--- config.mk ---
export PLATFORM = sky130hd
export DESIGN_NAME = jk_cmd_sequencer_flat
export DESIGN_NICKNAME = d
export VERILOG_FILES = /design/src/rtl/jk_cmd_sequencer_pkg.sv /design/src/rtl/jk_cmd_sequencer_if.sv /design/src/rtl/jk_cmd_sequencer_fifo.sv /design/src/rtl/jk_cmd_sequencer.sv /design/src/flat_wrapper.sv
export SDC_FILE = /design/constraint.sdc
export NUM_CORES = 1
export LEC_CHECK = 0
export CORE_MARGIN = 3
export CORE_UTILIZATION = 50
export CTS_CLUSTER_SIZE = 16
export DETAILED_ROUTE_END_ITERATION = 8
export HOLD_SLACK_MARGIN = 0.05
export PLACE_DENSITY = 0.7
export SETUP_SLACK_MARGIN = 0.3
export SLEW_MARGIN = 10
export SYNTH_ARGS = -nofsm -noshare
export SYNTH_HDL_FRONTEND = slang
export SYNTH_SLANG_ARGS = --single-unit
--- constraint.sdc ---
create_clock -name clk -period 5.55 [get_ports clk]
set_clock_uncertainty 0.05 [all_clocks]
set_input_delay 1.11 -clock clk [delete_from_list [all_inputs] [get_ports clk]]
set_output_delay 1.11 -clock clk [all_outputs]
set_load 0.005 [all_outputs]
--- src/rtl/jk_cmd_sequencer_pkg.sv ---
// Shared definitions for the JK command sequencer: command encodings, FSM state
// encoding, FIFO entry layout and the repeat-count load helper.
package jk_seq_pkg;

   localparam int unsigned CNT_W = 8;

   localparam logic [1:0] CMD_HOLD = 2'b00;
   localparam logic [1:0] CMD_RST  = 2'b01;
   localparam logic [1:0] CMD_SET  = 2'b10;
   localparam logic [1:0] CMD_TGL  = 2'b11;

   typedef enum logic {
      IDLE  = 1'b0,
      DRIVE = 1'b1
   } state_e;

   typedef struct packed {
      logic [1:0]       cmd;
      logic [CNT_W-1:0] rep;
   } fifo_entry_t;

   localparam int unsigned ENTRY_W = $bits(fifo_entry_t);

   // A repeat count of zero still drives the command for one cycle.
   function automatic logic [CNT_W-1:0] rep_load(input logic [CNT_W-1:0] rep);
      return (rep == '0) ? CNT_W'(1) : rep;
   endfunction

endpackage

--- src/rtl/jk_cmd_sequencer_if.sv ---
// Command/drive bundle between the command source, the sequencer and the JK
// flip-flop feedback.
//   cmd_valid/cmd_ready/cmd/cmd_rep : command handshake
//   j/k                             : flip-flop drive
//   busy/done                       : status
//   q_fb/q_exp/mismatch             : flip-flop feedback and shadow check
interface jk_cmd_sequencer_if;
   import jk_seq_pkg::*;

   logic             cmd_valid;
   logic             cmd_ready;
   logic [1:0]       cmd;
   logic [CNT_W-1:0] cmd_rep;
   logic             j;
   logic             k;
   logic             busy;
   logic             done;
   logic             q_fb;
   logic             q_exp;
   logic             mismatch;

   modport master (
      output cmd_valid, cmd, cmd_rep, q_fb,
      input  cmd_ready, j, k, busy, done, q_exp, mismatch
   );

   modport slave (
      input  cmd_valid, cmd, cmd_rep, q_fb,
      output cmd_ready, j, k, busy, done, q_exp, mismatch
   );

endinterface

--- src/rtl/jk_cmd_sequencer_fifo.sv ---
// jk_cmd_fifo: synchronous FIFO with show-ahead read data.
//   clk, rst_n   : clock, async active-low reset
//   push_i/data_i: write request (ignored when full)
//   pop_i/data_o : read request (ignored when empty), head entry
//   full_o/empty_o/count_o : occupancy
module jk_cmd_fifo #(
   parameter int unsigned DEPTH = 4,
   parameter int unsigned WIDTH = 10
) (
   input  logic                   clk,
   input  logic                   rst_n,
   input  logic                   push_i,
   input  logic [WIDTH-1:0]       data_i,
   input  logic                   pop_i,
   output logic [WIDTH-1:0]       data_o,
   output logic                   full_o,
   output logic                   empty_o,
   output logic [$clog2(DEPTH):0] count_o
);

   localparam int unsigned AW = $clog2(DEPTH);

   logic [WIDTH-1:0] mem_q [DEPTH];
   logic [AW-1:0]    wr_ptr_q, rd_ptr_q;
   logic [AW:0]      count_q;
   logic             do_push, do_pop;

   assign full_o  = (count_q == (AW+1)'(DEPTH));
   assign empty_o = (count_q == '0);
   assign count_o = count_q;
   assign data_o  = mem_q[rd_ptr_q];

   assign do_push = push_i && !full_o;
   assign do_pop  = pop_i && !empty_o;

   // Storage array carries no reset; only pointers and count define validity.
   always_ff @(posedge clk) begin
      if (do_push) mem_q[wr_ptr_q] <= data_i;
   end

   // Pointers wrap naturally because DEPTH is a power of two.
   always_ff @(posedge clk or negedge rst_n) begin
      if (!rst_n) begin
         wr_ptr_q <= '0;
         rd_ptr_q <= '0;
         count_q  <= '0;
      end else begin
         if (do_push) wr_ptr_q <= wr_ptr_q + AW'(1);
         if (do_pop)  rd_ptr_q <= rd_ptr_q + AW'(1);
         count_q <= count_q + (AW+1)'(do_push) - (AW+1)'(do_pop);
      end
   end

endmodule

--- src/rtl/jk_cmd_sequencer.sv ---
// jk_cmd_sequencer: buffers JK commands and drives J/K from posedge registers so
// each level is stable around the flip-flop's falling-edge sample.
//   clk, rst_n : clock, async active-low reset
//   bus (slave): command handshake, J/K drive, busy/done, Q feedback/shadow
// Optional feature macro: JK_SHADOW_CHECK_EN (shadow Q model and MISMATCH flag).
module jk_cmd_sequencer
   import jk_seq_pkg::*;
#(
   parameter int unsigned DEPTH = 4
) (
   input  logic         clk,
   input  logic         rst_n,
   jk_cmd_sequencer_if.slave bus
);

   localparam int unsigned CW = $clog2(DEPTH) + 1;

   state_e           state_q, state_d;
   logic             j_q, j_d, k_q, k_d, done_q, done_d;
   logic [CNT_W-1:0] cnt_q, cnt_d;
   logic             pop;
   logic             push;
   logic             fifo_full, fifo_empty;
   logic [CW-1:0]    fifo_count;
   fifo_entry_t      push_entry, head;

   assign push_entry = '{cmd: bus.cmd, rep: bus.cmd_rep};
   assign push       = bus.cmd_valid && !fifo_full;

   jk_cmd_fifo #(
      .DEPTH (DEPTH),
      .WIDTH (ENTRY_W)
   ) u_fifo (
      .clk     (clk),
      .rst_n   (rst_n),
      .push_i  (push),
      .data_i  (push_entry),
      .pop_i   (pop),
      .data_o  (head),
      .full_o  (fifo_full),
      .empty_o (fifo_empty),
      .count_o (fifo_count)
   );

   // State register.
   always_ff @(posedge clk or negedge rst_n) begin
      if (!rst_n) state_q <= IDLE;
      else        state_q <= state_d;
   end

   // Next state and pop: a new command loads from IDLE or back-to-back on the last DRIVE cycle.
   always_comb begin
      state_d = state_q;
      pop     = 1'b0;
      case (state_q)
         IDLE: begin
            if (!fifo_empty) begin
               pop     = 1'b1;
               state_d = DRIVE;
            end
         end
         DRIVE: begin
            if (cnt_q == CNT_W'(1)) begin
               if (!fifo_empty) pop     = 1'b1;
               else             state_d = IDLE;
            end
         end
         default: state_d = IDLE;
      endcase
   end

   // Output next values; DONE is registered so it lines up with the final DRIVE cycle.
   always_comb begin
      j_d   = j_q;
      k_d   = k_q;
      cnt_d = cnt_q;
      if (pop) begin
         j_d   = head.cmd[1];
         k_d   = head.cmd[0];
         cnt_d = rep_load(head.rep);
      end else if (state_d == IDLE) begin
         j_d   = 1'b0;
         k_d   = 1'b0;
         cnt_d = '0;
      end else begin
         cnt_d = cnt_q - CNT_W'(1);
      end
      done_d = (state_d == DRIVE) && (cnt_d == CNT_W'(1));
   end

   // Output registers.
   always_ff @(posedge clk or negedge rst_n) begin
      if (!rst_n) begin
         j_q    <= 1'b0;
         k_q    <= 1'b0;
         cnt_q  <= '0;
         done_q <= 1'b0;
      end else begin
         j_q    <= j_d;
         k_q    <= k_d;
         cnt_q  <= cnt_d;
         done_q <= done_d;
      end
   end

   assign bus.j         = j_q;
   assign bus.k         = k_q;
   assign bus.done      = done_q;
   assign bus.busy      = (state_q != IDLE) || !fifo_empty;
   assign bus.cmd_ready = (fifo_count < CW'(DEPTH));

`ifdef JK_SHADOW_CHECK_EN
   logic q_exp_q, q_exp_d, armed_q, armed_d, mismatch_q, mismatch_d;
   logic q_model;

   // Shadow flip-flop: tracks Q_FB until a reset command pins a known state, then predicts.
   always_comb begin
      q_model    = (state_q == DRIVE) ? ((j_q & ~q_exp_q) | (~k_q & q_exp_q)) : q_exp_q;
      q_exp_d    = q_model;
      armed_d    = armed_q;
      mismatch_d = mismatch_q;
      if (!armed_q) begin
         if ((state_q == DRIVE) && ({j_q, k_q} == CMD_RST)) begin
            armed_d = 1'b1;
            q_exp_d = 1'b0;
         end else begin
            q_exp_d = bus.q_fb;
         end
      end else if (bus.q_fb != q_model) begin
         mismatch_d = 1'b1;
      end
   end

   always_ff @(posedge clk or negedge rst_n) begin
      if (!rst_n) begin
         q_exp_q    <= 1'b0;
         armed_q    <= 1'b0;
         mismatch_q <= 1'b0;
      end else begin
         q_exp_q    <= q_exp_d;
         armed_q    <= armed_d;
         mismatch_q <= mismatch_d;
      end
   end

   assign bus.q_exp    = q_exp_q;
   assign bus.mismatch = mismatch_q;
`else
   logic unused_q_fb;
   assign unused_q_fb  = bus.q_fb;
   assign bus.q_exp    = 1'b0;
   assign bus.mismatch = 1'b0;
`endif

endmodule

--- src/flat_wrapper.sv ---
// flat-port wrapper written by rule: the top's interface ports become plain ports
module jk_cmd_sequencer_flat import jk_seq_pkg::*;
#(
   parameter int unsigned DEPTH = 4
)
  (clk, rst_n, bus_cmd_valid, bus_cmd, bus_cmd_rep, bus_q_fb, bus_cmd_ready, bus_j, bus_k, bus_busy, bus_done, bus_q_exp, bus_mismatch);
  jk_cmd_sequencer_if bus_i ();
  input  logic clk;
  input  logic rst_n;
  input wire logic [$bits(bus_i.cmd_valid)-1:0] bus_cmd_valid;
  input wire logic [$bits(bus_i.cmd)-1:0] bus_cmd;
  input wire logic [$bits(bus_i.cmd_rep)-1:0] bus_cmd_rep;
  input wire logic [$bits(bus_i.q_fb)-1:0] bus_q_fb;
  output wire logic [$bits(bus_i.cmd_ready)-1:0] bus_cmd_ready;
  output wire logic [$bits(bus_i.j)-1:0] bus_j;
  output wire logic [$bits(bus_i.k)-1:0] bus_k;
  output wire logic [$bits(bus_i.busy)-1:0] bus_busy;
  output wire logic [$bits(bus_i.done)-1:0] bus_done;
  output wire logic [$bits(bus_i.q_exp)-1:0] bus_q_exp;
  output wire logic [$bits(bus_i.mismatch)-1:0] bus_mismatch;
  assign bus_i.cmd_valid = bus_cmd_valid;
  assign bus_i.cmd = bus_cmd;
  assign bus_i.cmd_rep = bus_cmd_rep;
  assign bus_i.q_fb = bus_q_fb;
  assign bus_cmd_ready = bus_i.cmd_ready;
  assign bus_j = bus_i.j;
  assign bus_k = bus_i.k;
  assign bus_busy = bus_i.busy;
  assign bus_done = bus_i.done;
  assign bus_q_exp = bus_i.q_exp;
  assign bus_mismatch = bus_i.mismatch;
  jk_cmd_sequencer #(.DEPTH(DEPTH)) u_core (.clk(clk), .rst_n(rst_n), .bus(bus_i));
endmodule
==> summary.md <==
| Metric | Value |
|---|---|
| Clock Latency Late Sink | `0.33 ns` |
| Filler cell count | `381` |
| Grt ovf | `0` |
| Worst setup path class | `reg -> reg` |
| Setup_tns | `0 ns` |
| Power per cell area | `496 nW/µm²` |
| RSZ-0062 raised after global routing | `false` |
| Fin cells | `257` |
| Peak supply drop | `244 µV` |
| Vias in the first global route | `1512` |
| Via/cell ratio | `5.51` |
| Die Span Y | `78.0 µm` |
| Final setup vio count | `0` |
| Minimum clock period | `3.19 ns` |
| Slew Viols, Final | `0` |
| Synth area leader | `edfxtp_1` |
| Final wirelength | `4.16 mm` |
| Switch share | `0.304` |
| Synth top area share | `0.463` |
| Mapped Area | `2590 µm²` |
| Ports | `21` |
| Post-CTS Setup Bufs | `0` |
| Hold Crit Class | `reg -> reg` |
| MaxCap Viol Count | `0` |
| Routed len/inst | `16.2 µm` |
| Final worst-path setup slack | `2.36 ns` |
| CTS tree | `built` |
| Worst Tran Pin Value | `0.824 ns` |
| F_max | `313 MHz` |
| First-pass iteration count of the detailed router | `4` |
| Net count reported at finish | `208` |
| Fin crit share | `0.575` |
| Routed vias | `1415` |
| Total GRT Usage | `0.157` |
| Root buffer cell | `clkbuf_8` |
| Number of synthesized register bits | `59` |
| Final Hold Fails | `0` |
| Gpl congestion | `0.869` |
| Crit. End Element | `register` |
| Syn_area_per_cell | `16.1 µm²` |
| Core box area | `4880 µm²` |
| Initial antenna violation count | `0` |
| Total CTS buffers | `9` |
| CP startpoint kind | `register` |
| CTS resizes | `0` |
| Logic pwr share | `0.277` |
| Antenna Cells | `0` |
| Final HPWL DP | `2.91 mm` |
| Clock-pin slew on the worst setup and hold paths | `0.06 ns` |
| Initial DRC count | `51` |
| Effective utilization at floorplan | `0.532` |
| CTS H-tree lvls | `3` |
| WP data arrival | `3.39 ns` |
| Worst slew margin | `0.449` |
| Pleak | `1.12 nW` |
| Seq/Total Area, Yosys | `0.646` |
| Top post-synthesis cells by area | `edfxtp_1 46%, dfrtp_1 18%, mux4_1 9.1%, ha_1 3.9%, xnor2_1 2.4%` |
| Internal power | `0.00103 W` |
| Clock Path Buffers | `2` |
| Total power | `0.00149 W` |
| Hold buffers post-CTS | `0` |
| Placed cells | `241` |
| Antenna Nets Post-Route | `0` |
| Flop pwr share | `0.473` |
| Post-route DRC violation count | `0` |
| Die ar. | `6090 µm²` |
| Largest net degree at the start of global routing | `20` |
| Layout cell share with drive strength beyond 1 | `0.126` |
| Port bufs | `17` |
| CP Max Fanout | `11` |
| Post-synthesis cell count | `161` |
| Area Overhead vs Synth | `15.6%` |
| Clock Power Share | `0.250` |
| Syn. warnings | `0` |
| P_sw | `0.000451 W` |
| Std cell rows | `25` |
| Dpl ws | `2.30 ns` |
| Die W | `78.0 µm` |
| Status | `finished, final reports clean` |
| Worst Path Required | `5.75 ns` |
| Unique masters post-synth | `43` |
| Clk sinks | `59` |
| Global-route wire length before repair | `7.13 mm` |
-- cell families after synthesis --
kind of cell | count (synthesis) | share of synthesized area
buffers and inverters | 18 | 0.0352
muxes | 10 | 0.0999
and+or+nand+nor | 32 | 0.0733
adders and majority gates | 9 | 0.0463
other | 1 | 0.00145
DFF | 59 | 0.646
AOI/OAI and AO/OA | 23 | 0.0671
xor gates and xnor gates | 9 | 0.0304
-- cell type report --
type	instances	area, µm²	share of cell area
Clock inverter	3	40.0	0.0134
Timing Repair Buffer	17	170	0.0568
Inverter	13	48.8	0.0163
Tap cell	67	83.8	0.0280
Sequential cell	59	1680	0.559
Clock buffer	13	149	0.0497
Multi-Input combinational cell	85	830	0.277
-- power groups by stage --
| stage | Clock [W] | Combinational [W] | Sequential [W] |
|---|---|---|---|
| floorplan | 0 | 0.000329 | 0.000667 |
| CTS | 0.000381 | 0.000419 | 0.000705 |
| global route | 0.000402 | 0.000461 | 0.000723 |
| detailed placement | 0 | 0.000417 | 0.000714 |
| finish | 0.000371 | 0.000412 | 0.000702 |
| global placement | 0 | 0.000395 | 0.000703 |
-- synth_stat cells, drive strengths merged --
cell / count
nand2: 11
o21bai: 1
conb: 1
nor4: 1
xnor2: 7
nor3: 2
o21ai: 7
or3: 1
o31ai: 2
a21oi: 2
or4: 3
o22ai: 2
nand2b: 1
ha: 8
o21a: 1
a22o: 3
o32a: 1
edfxtp: 40
nor2: 3
and4: 1
o221ai: 1
dfrtp: 19
or2b: 1
mux4: 10
and2: 4
inv: 13
xor2: 2
o31a: 1
nor4b: 1
nor3b: 1
buf: 5
a311oi: 1
fa: 1
or3b: 2
o41a: 1
-- sequential cells by signal (all words and copies together), names as in the netlist --
name                    count
u_core.cnt_q                8
u_core.bus.k                1
u_core.bus.j                1
u_core.u_fifo.rd_ptr_q      2
u_core.bus.done             1
u_core.u_fifo.count_o       3
u_core.u_fifo.wr_ptr_q      2
u_core.u_fifo.mem_q        40
u_core.state_q              1
-- cells in the final DEF (no fill, tap or decap), drive strengths merged --
| cell | n |
|---|---|
| a21oi | 2 |
| a22o | 3 |
| a311oi | 1 |
| and2 | 4 |
| and4 | 1 |
| bufinv | 1 |
| clkbuf | 13 |
| clkdlybuf4s50 | 17 |
| clkinv | 2 |
| conb | 2 |
| dfrtp | 19 |
| edfxtp | 40 |
| fa | 1 |
| ha | 8 |
| inv | 13 |
| mux4 | 10 |
| nand2 | 11 |
| nand2b | 1 |
| nor2 | 3 |
| nor3 | 2 |
| nor3b | 1 |
| nor4 | 1 |
| nor4b | 1 |
| o21a | 1 |
| o21ai | 7 |
| o21bai | 1 |
| o221ai | 1 |
| o22ai | 2 |
| o31a | 1 |
| o31ai | 2 |
| o32a | 1 |
| o41a | 1 |
| or2b | 1 |
| or3 | 1 |
| or3b | 2 |
| or4 | 3 |
| xnor2 | 7 |
| xor2 | 2 |
-- stage by stage --
stage / area, µm² / hold slack (ns) / util
2_1_floorplan: 2600 / 0.431 / -
4_1_cts: 3000 / 0.472 / 0.614
6_report: 3000 / 0.472 / 0.614
3_5_place_dp: 2810 / 0.454 / 0.576
3_3_place_gp: 2810 / 0.448 / 0.576
5_1_grt: 3000 / 0.514 / 0.614
-- worst max-delay path: stages (launching register included) --
cell and delay, ns:
dfrtp_1 0.42, inv_1 0.10, ha_1 0.16, or3b_2 0.47, o21ai_2 0.37, nand2_1 0.28, inv_2 0.21, ha_1 0.14
inv_1 0.04, ha_1 0.18, fa_1 0.38, xnor2_1 0.18, xnor2_1 0.13
-- path summary, 6_finish.rpt --
kind	from	to	slack [ns]	depth (start not counted)
min in group asynchronous	rst_n	u_core.u_fifo.wr_ptr_q[0]	1.21	1
min	u_core.u_fifo.count_o[2]	u_core.state_q	0.47	2
min reg2reg	u_core.u_fifo.count_o[2]	u_core.state_q	0.47	2
max in group asynchronous	rst_n	u_core.cnt_q[1]	3.73	1
max	u_core.cnt_q[1]	u_core.u_fifo.count_o[2]	2.36	12
max reg2reg	u_core.cnt_q[1]	u_core.u_fifo.count_o[2]	2.36	12
-- metal layers --
layer  GRT usage  up-vias  routed length, µm
met2       0.259       31               2230
met5           0        -                  0
li1            -      662                  -
met1       0.185      712               1670
met4      0.0909        0                 95
met3      0.0436       10                166
No activity file was read; power rests on OpenSTA's default activity.
